===== config.mk =====
export PLATFORM = sky130hd
export DESIGN_NAME = ldl_p2ram_rd_stream
export DESIGN_NICKNAME = d
export VERILOG_FILES = /design/src/rtl/ldl_p2ram_rd_stream.sv
export SDC_FILE = /design/constraint.sdc
export NUM_CORES = 1
export LEC_CHECK = 0
export CAP_MARGIN = 20
export CORE_MARGIN = 10
export CORE_UTILIZATION = 48
export CTS_CLUSTER_DIAMETER = 50
export DETAILED_ROUTE_END_ITERATION = 16
export GPL_TIMING_DRIVEN = 0
export PLACE_DENSITY = 0.78
export SETUP_SLACK_MARGIN = 0.3
export SYNTH_ARGS = -nofsm -noshare
export SYNTH_HDL_FRONTEND = slang
export SYNTH_SLANG_ARGS = --single-unit

===== constraint.sdc =====
create_clock -name clk -period 3.1 [get_ports clk]
set_input_delay 0.465 -clock clk [delete_from_list [all_inputs] [get_ports clk]]
set_output_delay 0.465 -clock clk [all_outputs]
set_load 0.01 [all_outputs]

===== src/rtl/ldl_p2ram_rd_stream.sv =====
// Burst read engine for a registered-read dual-port RAM.
// Each command reads a run of words from the RAM, wrapping past the end. The words come out as
// a valid/ready stream, with a 2-entry buffer in front of the output.
module ldl_p2ram_rd_stream #(
   parameter int unsigned DW    = 8,
   parameter int unsigned DEPTH = 10,
   parameter int unsigned AW    = $clog2(DEPTH),
   parameter int unsigned LW    = $clog2(DEPTH + 1)
) (
   input  logic          clk,
   input  logic          rst,
   input  logic          cmd_valid,
   output logic          cmd_ready,
   input  logic [AW-1:0] cmd_addr,
   input  logic [LW-1:0] cmd_len,
   output logic          ram_re,
   output logic [AW-1:0] ram_ra,
   input  logic [DW-1:0] ram_dout,
   input  logic          ram_rv,
   output logic          o_valid,
   input  logic          o_ready,
   output logic [DW-1:0] o_data,
   output logic          o_last,
   output logic          o_err,
   output logic          busy,
   output logic          err_flag
);

   typedef enum logic {StIdle, StBurst} state_e;

   localparam int unsigned EW = DW + 2;

   state_e        state_q, state_d;
   logic [AW-1:0] ra_q, ra_d;
   logic [LW-1:0] rem_q, rem_d;
   logic          inflight_q, inflight_last_q, inflight_last_d;
   logic [1:0]    cnt_q, cnt_d;
   logic [EW-1:0] ent0_q, ent0_d, ent1_q, ent1_d;
   logic          err_flag_q, err_flag_d;

   logic          accept, pop, push, credit_ok, wr_slot;
   logic [2:0]    occ;
   logic [EW-1:0] push_ent;

   assign pop      = (cnt_q != 2'd0) && o_ready;
   assign push     = inflight_q;
   assign push_ent = {ram_dout, inflight_last_q, ~ram_rv};
   // Occupancy counts the word in flight, so the buffer can always absorb the return.
   assign occ       = {1'b0, cnt_q} + {2'b00, inflight_q} - {2'b00, pop};
   assign credit_ok = occ < 3'd2;
   assign accept    = cmd_valid && (state_q == StIdle);
   assign wr_slot   = (cnt_q == 2'd2) || ((cnt_q == 2'd1) && !pop);

   assign cmd_ready = (state_q == StIdle);
   assign ram_re    = (state_q == StBurst) && credit_ok;
   assign ram_ra    = ra_q;
   assign o_valid   = (cnt_q != 2'd0);
   assign o_data    = ent0_q[EW-1:2];
   assign o_last    = ent0_q[1];
   assign o_err     = ent0_q[0];
   assign busy      = (state_q == StBurst) || inflight_q || (cnt_q != 2'd0);
   assign err_flag  = err_flag_q;

   always_comb begin
      state_d         = state_q;
      ra_d            = ra_q;
      rem_d           = rem_q;
      inflight_last_d = inflight_last_q;
      unique case (state_q)
         StIdle: begin
            if (accept) begin
               ra_d  = cmd_addr;
               rem_d = cmd_len;
               if (cmd_len != '0) state_d = StBurst;
            end
         end
         StBurst: begin
            if (ram_re) begin
               ra_d            = (ra_q == AW'(DEPTH - 1)) ? '0 : ra_q + AW'(1);
               rem_d           = rem_q - LW'(1);
               inflight_last_d = (rem_q == LW'(1));
               if (rem_q == LW'(1)) state_d = StIdle;
            end
         end
         default: state_d = StIdle;
      endcase
   end

   always_comb begin
      ent0_d     = ent0_q;
      ent1_d     = ent1_q;
      cnt_d      = cnt_q + {1'b0, push} - {1'b0, pop};
      err_flag_d = err_flag_q | (push & ~ram_rv);
      if (pop) ent0_d = ent1_q;
      if (push) begin
         if (wr_slot) ent1_d = push_ent;
         else         ent0_d = push_ent;
      end
   end

   always_ff @(posedge clk) begin
      if (rst) begin
         state_q         <= StIdle;
         ra_q            <= '0;
         rem_q           <= '0;
         inflight_q      <= 1'b0;
         inflight_last_q <= 1'b0;
         cnt_q           <= 2'd0;
         ent0_q          <= '0;
         ent1_q          <= '0;
         err_flag_q      <= 1'b0;
      end else begin
         state_q         <= state_d;
         ra_q            <= ra_d;
         rem_q           <= rem_d;
         inflight_q      <= ram_re;
         inflight_last_q <= inflight_last_d;
         cnt_q           <= cnt_d;
         ent0_q          <= ent0_d;
         ent1_q          <= ent1_d;
         err_flag_q      <= err_flag_d;
      end
   end

`ifndef SYNTHESIS
   always_ff @(posedge clk) begin
      if (!rst) begin
         assert (cnt_q <= 2'd2);
         assert (!(push && !pop && (cnt_q == 2'd2)));
      end
   end
`endif

endmodule


==> out/qor.tcl <==
set qor(grt_antenna_before_repair) 0
set qor(synthXorXnorAreaFrac_pct) 0.543
set qor(drv_slew) 0
set qor(worst_skew_pair.late_latency_ps) 330
set qor(finish.net_count) 257
set qor(drc) 0
set qor(drt_iter0_markers) 66
set qor(pre_repair_dr_iteration_count) 4
set qor(layout.cells.non_filler) 276
set qor(postSynthCellCount) 176
set qor(finalHoldWorstSlack_ps) 491
set qor(clock-skew-final_ps) 7.89
set qor(drt-vias-per-instance) 5.28
set qor(clk_pin_slew_ps) 100
set qor(irDropWorstVdd_v) 0.000402
set qor(synthesis_warning_total) 0
set qor(synth.area.mux_share_pct) 14.3
set qor(worst_setup_path_end_kind) {primary output}
set qor(fill_cells) 250
set qor(synthAdderAreaFrac_pct) 4.34
set qor(main_combinational_cell_family_by_area_after_synthesis) {compound AO/OA/AOI/OAI gates}
set qor(tightest_slew_ps) 524
set qor(critical_path.reg2reg.startpoint) {cnt_q[0]}
set qor(core_footprint_um2) 3130
set qor(total_clock_buffers_created_by_cts) 5
set qor(result_of_the_run) {completed}
set qor(floorplan.rows) 20
set qor(synth_area_leaders) {dfxtp_1 (42%), mux2i_1 (14%), nor2_1 (6.7%), a211oi_1 (5.1%), ha_1 (3.1%)}
set qor(leakage_nw) 1.01
set qor(globalRouteOverflowTotal) 0
set qor(via_count_of_the_first_global_routing_pass) 1438
set qor(final_critical_path_setup_slack_ps) 284
set qor(n_antenna_cell) 0
set qor(clock_tree.root_cell) {clkbuf_4}
set qor(synth-edff-count) 0
set qor(die_w_um) 78.0
set qor(critical_path_arrival_ps) 2350
set qor(worst_slew_margin_rel_pct) 65.0
set qor(synth_area_per_cell_um2) 9.16
set qor(finalWorstPathRequiredPeriod_ps) 2820
set qor(cts.sinks) 34
set qor(cts-hold-fix-buffers) 0
set qor(yosys.area_share.simple_pct) 15.7
set qor(max_cap_viol_count) 0
set qor(yosys.cell_count.top_type) {dfxtp_1}
set qor(hpwl_um) 2990
set qor(rsz0062_at_grt) {true}
set qor(detailedPlace.worstSlack_ps) -758
set qor(synth_flop_type) {dfxtp_1}
set qor(synth_sequential_area_ratio_pct) 42.2
set qor(synth_top_area_share_pct) 42.2
set qor(syn-cell-area_um2) 1610
set qor(die_h_um) 78.0
set qor(drt.antenna.violating_nets) 0
set qor(cts_tree) {done}
set qor(worstPathMaxFanout) 3
set qor(buffer_ports.inserted) 38
set qor(setup_failing_eps_final) 0
set qor(routabilityCongestion) 0.744
set qor(ioPinCount) 40
set qor(grt.total_usage_pct) 13.9
set qor(crit_type) {register to primary output}
set qor(min-delay-path-class) {register to register}
set qor(share_of_final_layout_standard_cells_stronger_than_drive_strength_1_pct) 16.4
set qor(routed-via-count) 1458
set qor(hold_viol_final) 0
set qor(initial_core_utilization_pct) 51.6
set qor(fin_setup_tns_ps) 0
set qor(hold_path.startpoint) {rem_q[1]}
set qor(first_pass_grt_wire_length_um) 6980
set qor(syn-num-nets) 202
set qor(clock_tree.htree_level_count) 2
set qor(synth-seq-cells) 34
set qor(multiInputGateArea_um2) 888
set qor(max-clock-path-buffers) 2
set qor(fmax_ghz) 0.355
set qor(power_density_nw_per_um2) 681
set qor(pin_count_of_the_biggest_net_entering_global_routing) 12
set qor(synth.largest_area_cell) {dfxtp_1}
set qor(crit_path_start_kind) {register}
set qor(syn_to_final_growth_pct) 40.3
set qor(dp_cells) 258
set qor(area.sequential_um2) 688
set qor(ys_types) 39
set qor(setup.worst_path.start) {cnt_q[0]}
set qor(asyncSetResetFlopFracSynth_pct) 0
set qor(finalCritPeriodShare_pct) 90.8
set qor(wl_um) 4290
set qor(cp.required_ps) 2630
set qor(synth_commonest_cells) {dfxtp_1 (34), nor2_1 (29), mux2i_1 (23), inv_1 (12), a211oi_1 (11)}
set qor(design.die.area_um2) 6080
set qor(synth_compound_area_share_pct) 16.7
set qor(drt-wirelength-per-cell_um) 15.5
final timing paths:
| check | end | slack [ps] | depth (start not counted) |
|---|---|---|---|
| min | rem_q[1] | 490 | 2 |
| max | ram_re | 280 | 11 |
| min reg2reg | rem_q[1] | 490 | 2 |
| max reg2reg | state_q | 390 | 14 |
flip-flops by register name (all words and copies together), names as in the netlist, 2 cells and up:
name / flops
cnt_q: 2
ent1_q: 10
ram_ra: 4
rem_q: 4
ent0_q: 10
layout make-up:
type | count | share of cell area, %
multi-input combinational | 119 | 39.2
sequential | 34 | 30.4
timing repair buffer | 48 | 20.1
buffer | 11 | 2.87
tap | 44 | 2.43
clock buffer | 6 | 2.27
inverter | 12 | 2.10
clock inverter | 2 | 0.553
critical path: stages, from the launching register on:
cell and delay [ps]:
dfxtp_4 370, o21ai_4 170, buf_6 130, inv_4 30, ha_4 240, inv_2 30
ha_4 140, fa_1 480, nor2b_2 190, nand2_2 90, inv_2 60, buf_6 90
repair_timing:
action                                  CTS  global route
buffers inserted                          6             4
endpoints found under the setup margin   11             6
gates cloned                              0             0
gates resized for setup                  20             6
pin swaps                                 3             5
layer usage:
layer | track usage (%) | part of all wire, % | routed length, um | vias up
met1 | 16.3 | 42 | 1790 | 704
met4 | 3.76 | 0.49 | 21 | 0
met3 | 3.92 | 4.3 | 184 | 2
met2 | 24.2 | 54 | 2300 | 27
li1 | - | - | - | 725
met5 | 0 | 0 | 0 | -
through the flow:
stage	utilization [%]	area [um^2]	power, W
6_report	72.4	2260	0.00154
5_1_grt	72.4	2260	0.00164
4_1_cts	70.7	2210	0.00150
3_5_place_dp	65.5	2050	0.00115
3_3_place_gp	65.5	2050	0.00113
2_1_floorplan	-	1610	0.000904
logic make-up (layout without fill, tap and decap cells):
group,Yosys count,in the layout
simple gates,53,53
compound gates,37,37
flops,34,34
mux,23,23
buf+inv,23,79
fa+ha+maj,5,5
xor+xnor,1,1
cells in the final DEF (no fill, tap or decap), types with 2 or more instances in the layout:
cell type        instances
nor2b_1                  4
clkbuf_4                 6
ha_1                     2
buf_6                    3
o21ai_0                  5
mux2i_1                 23
nor2_1                  29
dfxtp_4                  2
nand3_1                  2
clkdlybuf4s50_1         36
a21oi_1                  8
ha_4                     2
inv_2                    2
dfxtp_1                 32
a211oi_1                11
or3_1                    2
buf_4                   11
nand2_1                  5
nand2b_1                 3
clkbuf_1                 5
inv_1                    9
where the power goes:
part	switching, W	total [W]	internal [W]	leakage (nW)
Combinational	0.000321	0.000697	0.000376	0.695
Sequential	0.0000677	0.000589	0.000521	0.279
Clock	0.000147	0.000256	0.000109	0.0343
Total	0.000536	0.00154	0.00101	1.01
(Power assumes the default switching activity.)
